--- src/rtl/instr_fetch_ctrl.sv ---
// Instruction fetch sequencer: walks the PC over a byte-wide instruction memory,
// assembles little-endian 32-bit words and hands them to decode over valid/ready.
// Handles execute redirects, halt on ecall, and sticky fetch faults.
module instr_fetch_ctrl #(
    parameter logic [31:0] RESET_PC  = 32'h0000_0000,
    parameter int unsigned MEM_BYTES = 44
) (
    input  logic        clk,
    input  logic        reset,
    output logic [31:0] imem_addr,
    input  logic [7:0]  imem_rdata,
    output logic [31:0] inst_out,
    output logic [31:0] inst_pc,
    output logic        inst_valid,
    input  logic        inst_ready,
    input  logic        redirect_valid,
    input  logic [31:0] redirect_pc,
    input  logic        halt,
    output logic        halted,
    output logic        fault,
    output logic [1:0]  fault_cause
);

    localparam logic [32:0] MEM_LIMIT     = 33'(MEM_BYTES);
    localparam logic [1:0]  CAUSE_MISALIGN = 2'b01;
    localparam logic [1:0]  CAUSE_RANGE    = 2'b10;

    typedef enum logic [1:0] {
        FETCH = 2'd0,
        VALID = 2'd1,
        HALT  = 2'd2,
        FAULT = 2'd3
    } state_t;

    state_t      state;
    logic [31:0] pc;
    logic [1:0]  cnt;
    logic [7:0]  lane0;
    logic [7:0]  lane1;
    logic [7:0]  lane2;

    logic [1:0]  cnt_inc_c;
    logic        range_bad_c;
    logic        redirect_misaligned_c;

    // Next byte index, and the range check done in 33 bits so pc+4 cannot wrap past it
    assign cnt_inc_c             = cnt + 2'd1;
    assign range_bad_c           = ({1'b0, pc} + 33'd4) > MEM_LIMIT;
    assign redirect_misaligned_c = (redirect_pc[1:0] != 2'b00);

    // Fetch FSM; imem_addr is kept registered and always tracks pc (+cnt while fetching)
    always_ff @(posedge clk) begin
        if (reset) begin
            state       <= FETCH;
            pc          <= RESET_PC;
            cnt         <= 2'd0;
            lane0       <= 8'h00;
            lane1       <= 8'h00;
            lane2       <= 8'h00;
            imem_addr   <= RESET_PC;
            inst_out    <= 32'h0;
            inst_pc     <= RESET_PC;
            inst_valid  <= 1'b0;
            halted      <= 1'b0;
            fault       <= 1'b0;
            fault_cause <= 2'b00;
        end else begin
            case (state)
                FETCH: begin
                    if (halt) begin
                        state     <= HALT;
                        halted    <= 1'b1;
                        imem_addr <= pc;
                    end else if (redirect_valid) begin
                        pc        <= redirect_pc;
                        cnt       <= 2'd0;
                        imem_addr <= redirect_pc;
                        if (redirect_misaligned_c) begin
                            state       <= FAULT;
                            fault       <= 1'b1;
                            fault_cause <= CAUSE_MISALIGN;
                        end
                    end else if ((cnt == 2'd0) && range_bad_c) begin
                        state       <= FAULT;
                        fault       <= 1'b1;
                        fault_cause <= CAUSE_RANGE;
                    end else begin
                        case (cnt)
                            2'd0: lane0 <= imem_rdata;
                            2'd1: lane1 <= imem_rdata;
                            2'd2: lane2 <= imem_rdata;
                            2'd3: begin
                                inst_out   <= {imem_rdata, lane2, lane1, lane0};
                                inst_pc    <= pc;
                                inst_valid <= 1'b1;
                                state      <= VALID;
                            end
                            default: ;
                        endcase
                        cnt       <= cnt_inc_c;
                        imem_addr <= pc + 32'(cnt_inc_c);
                    end
                end

                VALID: begin
                    if (halt) begin
                        state      <= HALT;
                        halted     <= 1'b1;
                        inst_valid <= 1'b0;
                    end else if (redirect_valid) begin
                        inst_valid <= 1'b0;
                        pc         <= redirect_pc;
                        cnt        <= 2'd0;
                        imem_addr  <= redirect_pc;
                        if (redirect_misaligned_c) begin
                            state       <= FAULT;
                            fault       <= 1'b1;
                            fault_cause <= CAUSE_MISALIGN;
                        end else begin
                            state <= FETCH;
                        end
                    end else if (inst_ready) begin
                        inst_valid <= 1'b0;
                        pc         <= pc + 32'd4;
                        imem_addr  <= pc + 32'd4;
                        cnt        <= 2'd0;
                        state      <= FETCH;
                    end
                end

                HALT:  ;
                FAULT: ;
                default: state <= FAULT;
            endcase
        end
    end

endmodule

--- config.mk ---
export PLATFORM = sky130hd
export DESIGN_NAME = instr_fetch_ctrl
export DESIGN_NICKNAME = d
export VERILOG_FILES = /design/src/rtl/instr_fetch_ctrl.sv
export SDC_FILE = /design/constraint.sdc
export NUM_CORES = 1
export LEC_CHECK = 0
export ABC_CLOCK_PERIOD_IN_PS = 3210
export CAP_MARGIN = 20
export CORE_UTILIZATION = 45
export CTS_BUF_LIST = sky130_fd_sc_hd__clkbuf_16
export CTS_CLUSTER_SIZE = 24
export DETAILED_ROUTE_END_ITERATION = 6
export PLACE_DENSITY = 0.73
export SLEW_MARGIN = 20
export SYNTH_ARGS = -nofsm -noshare
export SYNTH_HDL_FRONTEND = slang
export SYNTH_SLANG_ARGS = --single-unit
--- constraint.sdc ---
create_clock -name clk -period 3.21 [get_ports clk]
set_input_delay 0.4815 -clock clk [delete_from_list [all_inputs] [get_ports clk]]
set_output_delay 0.4815 -clock clk [all_outputs]
set_load 0.05 [all_outputs]
==> results of run 1 <==
==> sequential cells by signal (all words and copies together), names as in the netlist <==
name / count
imem_addr: 32
lane0: 8
lane2: 8
inst_valid: 1
cnt: 2
fault: 1
halted: 1
state: 2
pc: 32
lane1: 8
inst_pc: 32
fault_cause: 2
inst_out: 32
==> metal layers <==
metal / global-route usage [%] / wire [um] / vias to the layer above
li1: - / - / 4629
met1: 40.6 / 13900 / 4719
met2: 46.3 / 15200 / 548
met3: 4.51 / 2680 / 74
met4: 12.2 / 999 / 0
met5: 0 / 0 / -
==> logic make-up (layout without fill, tap and decap cells) <==
family	Yosys count	count (layout)
simple gates	396	396
mux	74	74
fa+ha+maj	9	9
buf+inv	142	319
flops	161	161
xor+xnor	30	30
compound gates	365	365
==> synth_stat cells (all sizes together), types with 8 or more instances <==
cell type,instances,share of area [%]
dfxtp,161,35
a21oi,136,7.3
o21ai,99,5.4
clkbuf,95,3.8
nor2,87,3.5
nand2b,63,4.2
nand4,48,3.3
mux2i,47,5.1
nand2,44,1.8
nand3,42,2.3
nor3,33,1.8
buf,28,1.5
a211oi,27,2.2
mux2,27,3.3
nor2b,27,1.8
xnor2,22,2.1
inv,19,0.77
and3,14,0.94
o211ai,11,0.89
a31oi,10,0.67
o221ai,10,0.94
or3,10,0.67
ha,8,1.1
nor4,8,0.54
o41ai,8,1.0
xor2,8,0.75
==> worst max-delay path: stages (launching register included) <==
cell and delay (ns):
dfxtp_1 0.49, and2_2 0.30, nand3_4 0.12, or4_4 0.59, xor2_4 0.18, o221ai_4 0.16, buf_6 0.15, o41a_4 0.50
buf_12 0.17, or3_1 0.35, a21oi_1 0.13
==> how the worst max path moves through the flow <==
| stage | slack, ns | endpoint | cells past startpoint |
|---|---|---|---|
| floorplan | 0.02 | imem_addr[0] | 10 |
| global placement | -0.02 | imem_addr[25] | 10 |
| detailed placement | -0.11 | imem_addr[22] | 11 |
| CTS | -0.004 | imem_addr[22] | 10 |
| global route | -0.11 | imem_addr[12] | 12 |
| finish | -0.03 | inst_pc[2] | 10 |
==> power by group through the flow <==
stage | clock, uW | combinational (uW) | sequential [uW]
after floorplan | 0 | 495 | 2250
after global placement | 0 | 942 | 2160
after detailed placement | 0 | 950 | 2160
after CTS | 2150 | 958 | 2110
after global routing | 2250 | 1160 | 2120
final | 2140 | 1100 | 2120
==> cell type report <==
| cell class | instances | area (um2) |
|---|---|---|
| fill | 1760 | 7610 |
| multi-input combinational | 874 | 5760 |
| sequential | 161 | 3240 |
| timing repair buffer | 268 | 2590 |
| clock buffer | 17 | 425 |
| tap | 270 | 338 |
| clock inverter | 15 | 201 |
| inverter | 19 | 71.3 |
==> timing repair <==
action                     CTS  global route
setup buffers                0            15
cloned                       0             7
pin swaps                    0            30
resized for setup            7            96
setup endpoints to repair   42           119
==> per-stage QoR <==
stage | setup TNS (ns) | setup WS (ns) | area (um2)
after floorplan | 0 | 0.0186 | 9310
after global placement | -0.275 | -0.0154 | 11500
after detailed placement | -3.28 | -0.114 | 11500
after CTS | -0.00391 | -0.00391 | 12100
after global routing | -4.29 | -0.109 | 12600
final | -0.159 | -0.0333 | 12600
==> results.md, run 1 <==
* Num ports at 146
* Worst setup SP type: flip-flop
* Ys flop type: dfxtp_1
* TritonRoute pass-1 iters at 6
* Crit-path max FO at 5
* GP Congestion at 0.980
* Inst Count DP at 1570
* Ys Warns at 0
* Post-Synth Adder-Cell Area at 1.29%
* Clk sinks at 161
* Largest net degree at the start of global routing at 102
* Vias per inst at 6.14
* Run status: finished with violations
* Largest family of logic cells by synthesized area: compound AO/OA/AOI/OAI gates
* Vias in the first global route at 8974
* Distinct cell type count after synthesis at 68
* Post-Route WL at 32800 um
* P per Cell Area at 425 mW/mm2
* Max Cap Violations at 0
* Violated checks: setup timing
* Endpoints failing hold at 0
* Skew final at 0.0184 ns
* Initial Util at 45.9%
* Reg2Reg Capture Point: inst_pc[2]
* Seq pwr share at 39.5%
* Final nets at 1395
* Mapped Area at 0.00929 mm2
* Final hold slack at 0.466 ns
* WHS Path Cells at 2
* FF-to-FF path depth at 10
* PortBufs at 145
* GRT overflow at 0
* Crit path from: pc[10]
* Clock Root Buffer: clkbuf_16
* DP Wirelength at 21900 um
* Initial antenna violation count at 0
* Sequential area share after synthesis at 34.7%
* ANT cells at 0
* Crit path time final at 3.24 ns
* Clock network fraction of total power at 39.9%
* Remaining routing DRC violations at 0
* Die area at 0.0212 mm2
* Die Ht at 146 um
* Flop-to-flop setup slack at -0.03 ns
* CTS tree: built
* Max-slew violations at 0
* Synth-to-layout area growth at 35.8%
* First-pass GRT wire length at 49800 um
* Antenna viol nets, final at 0
* Sw Ratio at 33.1%
* Crit end category: flip-flop
* Fin util at 62.4%
* Syn_nets at 1231
* RSZ-0062 raised after global routing: true
* Layout cells sized above 1 at 16.6%
* Reg clk slew, reported paths at 0.08 ns
* Period utilization at 101%
* Worst-Margin Slew at 0.921 ns
* CTS buffer count at 17
* Number of vias in the routed layout at 9970
* Mapped Avg Cell Area at 7.90 um2
* Post-synth ARST share at 0%
* Pint at 3580 uW
* GRT Overall Usage at 29.6%
* Compound-Gate Fraction of Synth Area at 24.1%
* Pleak at 0.00464 uW
* Mux share of post-synthesis cell area at 8.33%
* Data arrival time of the worst path at 3.61 ns
* Commonest cells after routing, fill and taps aside: dfxtp_1 (152), clkdlybuf4s50_1 (142), a21oi_1 (132)
* Most common cell after layout, fill and taps aside: dfxtp_1
* Fin worst setup slack at -0.0333 ns
* Hold Path Class: reg -> reg
* Total chip power at 5360 uW
* Comb pwr share at 20.6%
* F_max at 308 MHz
* Cts hold-fix bufs at 0
* Final Non-Filler Cells at 1624
* Simple logic cell fraction of the synthesized area at 22.7%
* Slew HR at 38.4%
* Worst hold start: inst_pc[1]
* Critical path type: reg -> reg
* Final setup vio count at 9
* Worst R2R Start: pc[10]
* Switch Pwr at 1770 uW
* DR iter-0 viols at 1156
* Peak supply drop at 0.360 mV
* Die width at 146 um
* Core area at 0.0202 mm2
* Hold-critical path endpoint: inst_pc[1]
* XOR/XNOR share of the synthesized area at 2.83%
* Clock Path Buffers at 2
* Yosys reg bits at 161
* Post-synth EDFFs at 0
* WL per Instance at 20.2 um
* Worst Path Required at 3.58 ns
* Post-Syn Instances at 1177
* Worst-skew pair later-pin latency at 0.45 ns
* CTS H-Tree Depth at 4
* Row Count at 52
(Power assumes the default switching activity.)
==> run 2, diff against run 1 <==
--- a/config.mk
+++ b/config.mk
@@ -7,6 +7,7 @@
 export LEC_CHECK = 0
 export ABC_CLOCK_PERIOD_IN_PS = 3210
 export CAP_MARGIN = 20
+export CORE_MARGIN = 2
 export CORE_UTILIZATION = 45
 export CTS_BUF_LIST = sky130_fd_sc_hd__clkbuf_16
 export CTS_CLUSTER_SIZE = 24
==> results.md, run 2 (synthesis gave the netlist of run 1 again) <==
* Run status: finished with violations
* Violated checks: setup timing
* Total chip power at 5280 uW (-1.5%)
* Initial antenna violation count at 2 (+2)
* Worst-skew pair later-pin latency at 0.45 ns (about the same)
* CTS tree: built
* Post-Route WL at 31800 um (-3.1%)
* Clock Path Buffers at 2 (unchanged)
* Die Ht at 148 um (+1.4%)
* TritonRoute pass-1 iters at 6 (unchanged)
* PortBufs at 145 (unchanged)
* ANT cells at 0 (unchanged)
* Inst Count DP at 1568 (-0.13%)
* Die width at 148 um (+1.4%)
* Synth-to-layout area growth at 33.2%
* Row Count at 52 (unchanged)
* Layout cells sized above 1 at 14.9% (-1.7 points)
* Core area at 0.0202 mm2 (unchanged)
* Crit end category: flip-flop
* Final Non-Filler Cells at 1620 (-0.25%)
* Switch Pwr at 1730 uW (-2.4%)
* Clk sinks at 161 (unchanged)
* RSZ-0062 raised after global routing: true
* Data arrival time of the worst path at 3.57 ns (-0.04 ns)
* GRT Overall Usage at 27.8% (-1.8 points)
* Fin worst setup slack at -0.0295 ns (+0.00381 ns)
* WL per Instance at 19.6 um (-2.8%)
* Cts hold-fix bufs at 0 (unchanged)
* Reg clk slew, reported paths at 0.08 ns (about the same)
* Slew HR at 31.4% (-7.0 points)
* Pleak at 0.00457 uW (-1.4%)
* Period utilization at 101% (-0.12 points)
* Comb pwr share at 19.7% (-0.9 points)
* First-pass GRT wire length at 48400 um (-2.9%)
* GP Congestion at 0.972 (-0.87%)
* Antenna viol nets, final at 0 (unchanged)
* Final hold slack at 0.474 ns (+0.00802 ns)
* Clock Root Buffer: clkbuf_16
* CTS buffer count at 17 (unchanged)
* Clock network fraction of total power at 40.3% (+0.4 points)
* Fin util at 61.2% (-1.2 points)
* DP Wirelength at 21500 um (-1.7%)
* Die area at 0.0218 mm2 (+2.8%)
* Commonest cells after routing, fill and taps aside: dfxtp_1 (154), clkdlybuf4s50_1 (142), a21oi_1 (136)
* Skew final at 0.0150 ns (-0.00343 ns)
* Sw Ratio at 32.8% (-0.30 points)
* Crit-path max FO at 9 (+4)
* Number of vias in the routed layout at 9857 (-1.1%)
* Largest net degree at the start of global routing at 64 (-37%)
* Worst-Margin Slew at 1.03 ns (+0.108 ns)
* Vias in the first global route at 8957 (-0.19%)
* Critical path type: reg -> reg
* Worst Path Required at 3.54 ns (-0.04 ns)
* Worst setup SP type: flip-flop
* Final nets at 1391 (-0.29%)
* Initial Util at 45.9% (unchanged)
* P per Cell Area at 426 mW/mm2 (+0.43%)
* Hold Path Class: reg -> reg
* Final instance area at 0.0124 mm2 (-1.9%)
* Placed Area at 0.0114 mm2 (-0.24%)
* Vias per inst at 6.08 (-0.89%)
* Num ports at 146 (unchanged)
* Remaining routing DRC violations at 0 (unchanged)
* DR iter-0 viols at 1194 (+3.3%)
* CTS H-Tree Depth at 4 (unchanged)
* Final setup vio count at 18 (+9)
* Max Cap Violations at 0 (unchanged)
* Endpoints failing hold at 0 (unchanged)
* Seq pwr share at 40.0% (+0.5 points)
* Crit path time final at 3.24 ns (-0.00381 ns)
* GRT overflow at 0 (unchanged)
* Most common cell after layout, fill and taps aside: dfxtp_1
* F_max at 309 MHz (+0.12%)
* Max-slew violations at 0 (unchanged)
* Pint at 3550 uW (-1.0%)
* Peak supply drop at 0.386 mV (+7.2%)
run 2: changes by cell type in the layout (fill, tap and decap cells not counted), sizes merged:
cell	delta
clkinv	-4
inv	+4
clkbuf	-2
buf	-2
run 2: routing by layer:
layer | track usage (%) | wire length, um
met4 | 10.6 | 1180
met5 | 0 | 0
met1 | 37.7 | 13300
met2 | 43.2 | 14400
met3 | 6.23 | 2900
run 2: critical path, cell delays in order (launching register included):
cell,delay [ns]
dfxtp_1,0.40
buf_4,0.22
nand2_1,0.12
nor3_2,0.22
buf_4,0.18
nand4_1,0.17
a22o_1,0.36
o21ai_2,0.15
o41ai_4,0.11
buf_4,0.18
o41ai_4,0.31
buf_6,0.20
clkbuf_16,0.16
mux2_1,0.32
run 2: stage by stage:
| stage | TNS, ns | setup WS, ns |
|---|---|---|
| after floorplan | 0 | 0.0186 |
| after global placement | 0 | 0.0162 |
| after detailed placement | -1.26 | -0.128 |
| after CTS | 0 | 0.0115 |
| after global routing | -3.35 | -0.0943 |
| final | -0.358 | -0.0295 |
run 2: cell type report:
type	count	area [um2]
Fill cell	1789	7850
Clock inverter	15	189
Timing Repair Buffer	264	2490
Inverter	19	71.3
Multi-Input combinational cell	874	5630
Sequential cell	161	3230
Tap cell	270	338
Clock buffer	17	425
run 2: final timing paths:
check,start,end,slack [ns],depth (start not counted)
worst max register to register,pc[10],imem_addr[28],-0.03,13
worst max-delay path,pc[10],imem_addr[28],-0.03,13
worst min register to register,lane0[4],inst_out[4],0.47,2
worst min-delay path,lane0[4],inst_out[4],0.47,2
run 2: timing repair:
action	in CTS	in global routing
gates cloned	0	4
endpoints found under the hold margin	0	0
pin swaps	3	4
resized for setup	1	49
buffers inserted	2	15
endpoints found under the setup margin	55	93
run 2: power by group through the flow:
stage | clock, uW | combinational, uW | sequential (uW)
3_3_place_gp | 0 | 932 | 2150
5_1_grt | 2230 | 1100 | 2120
2_1_floorplan | 0 | 495 | 2250
3_5_place_dp | 0 | 940 | 2150
4_1_cts | 2140 | 953 | 2110
6_report | 2130 | 1040 | 2110
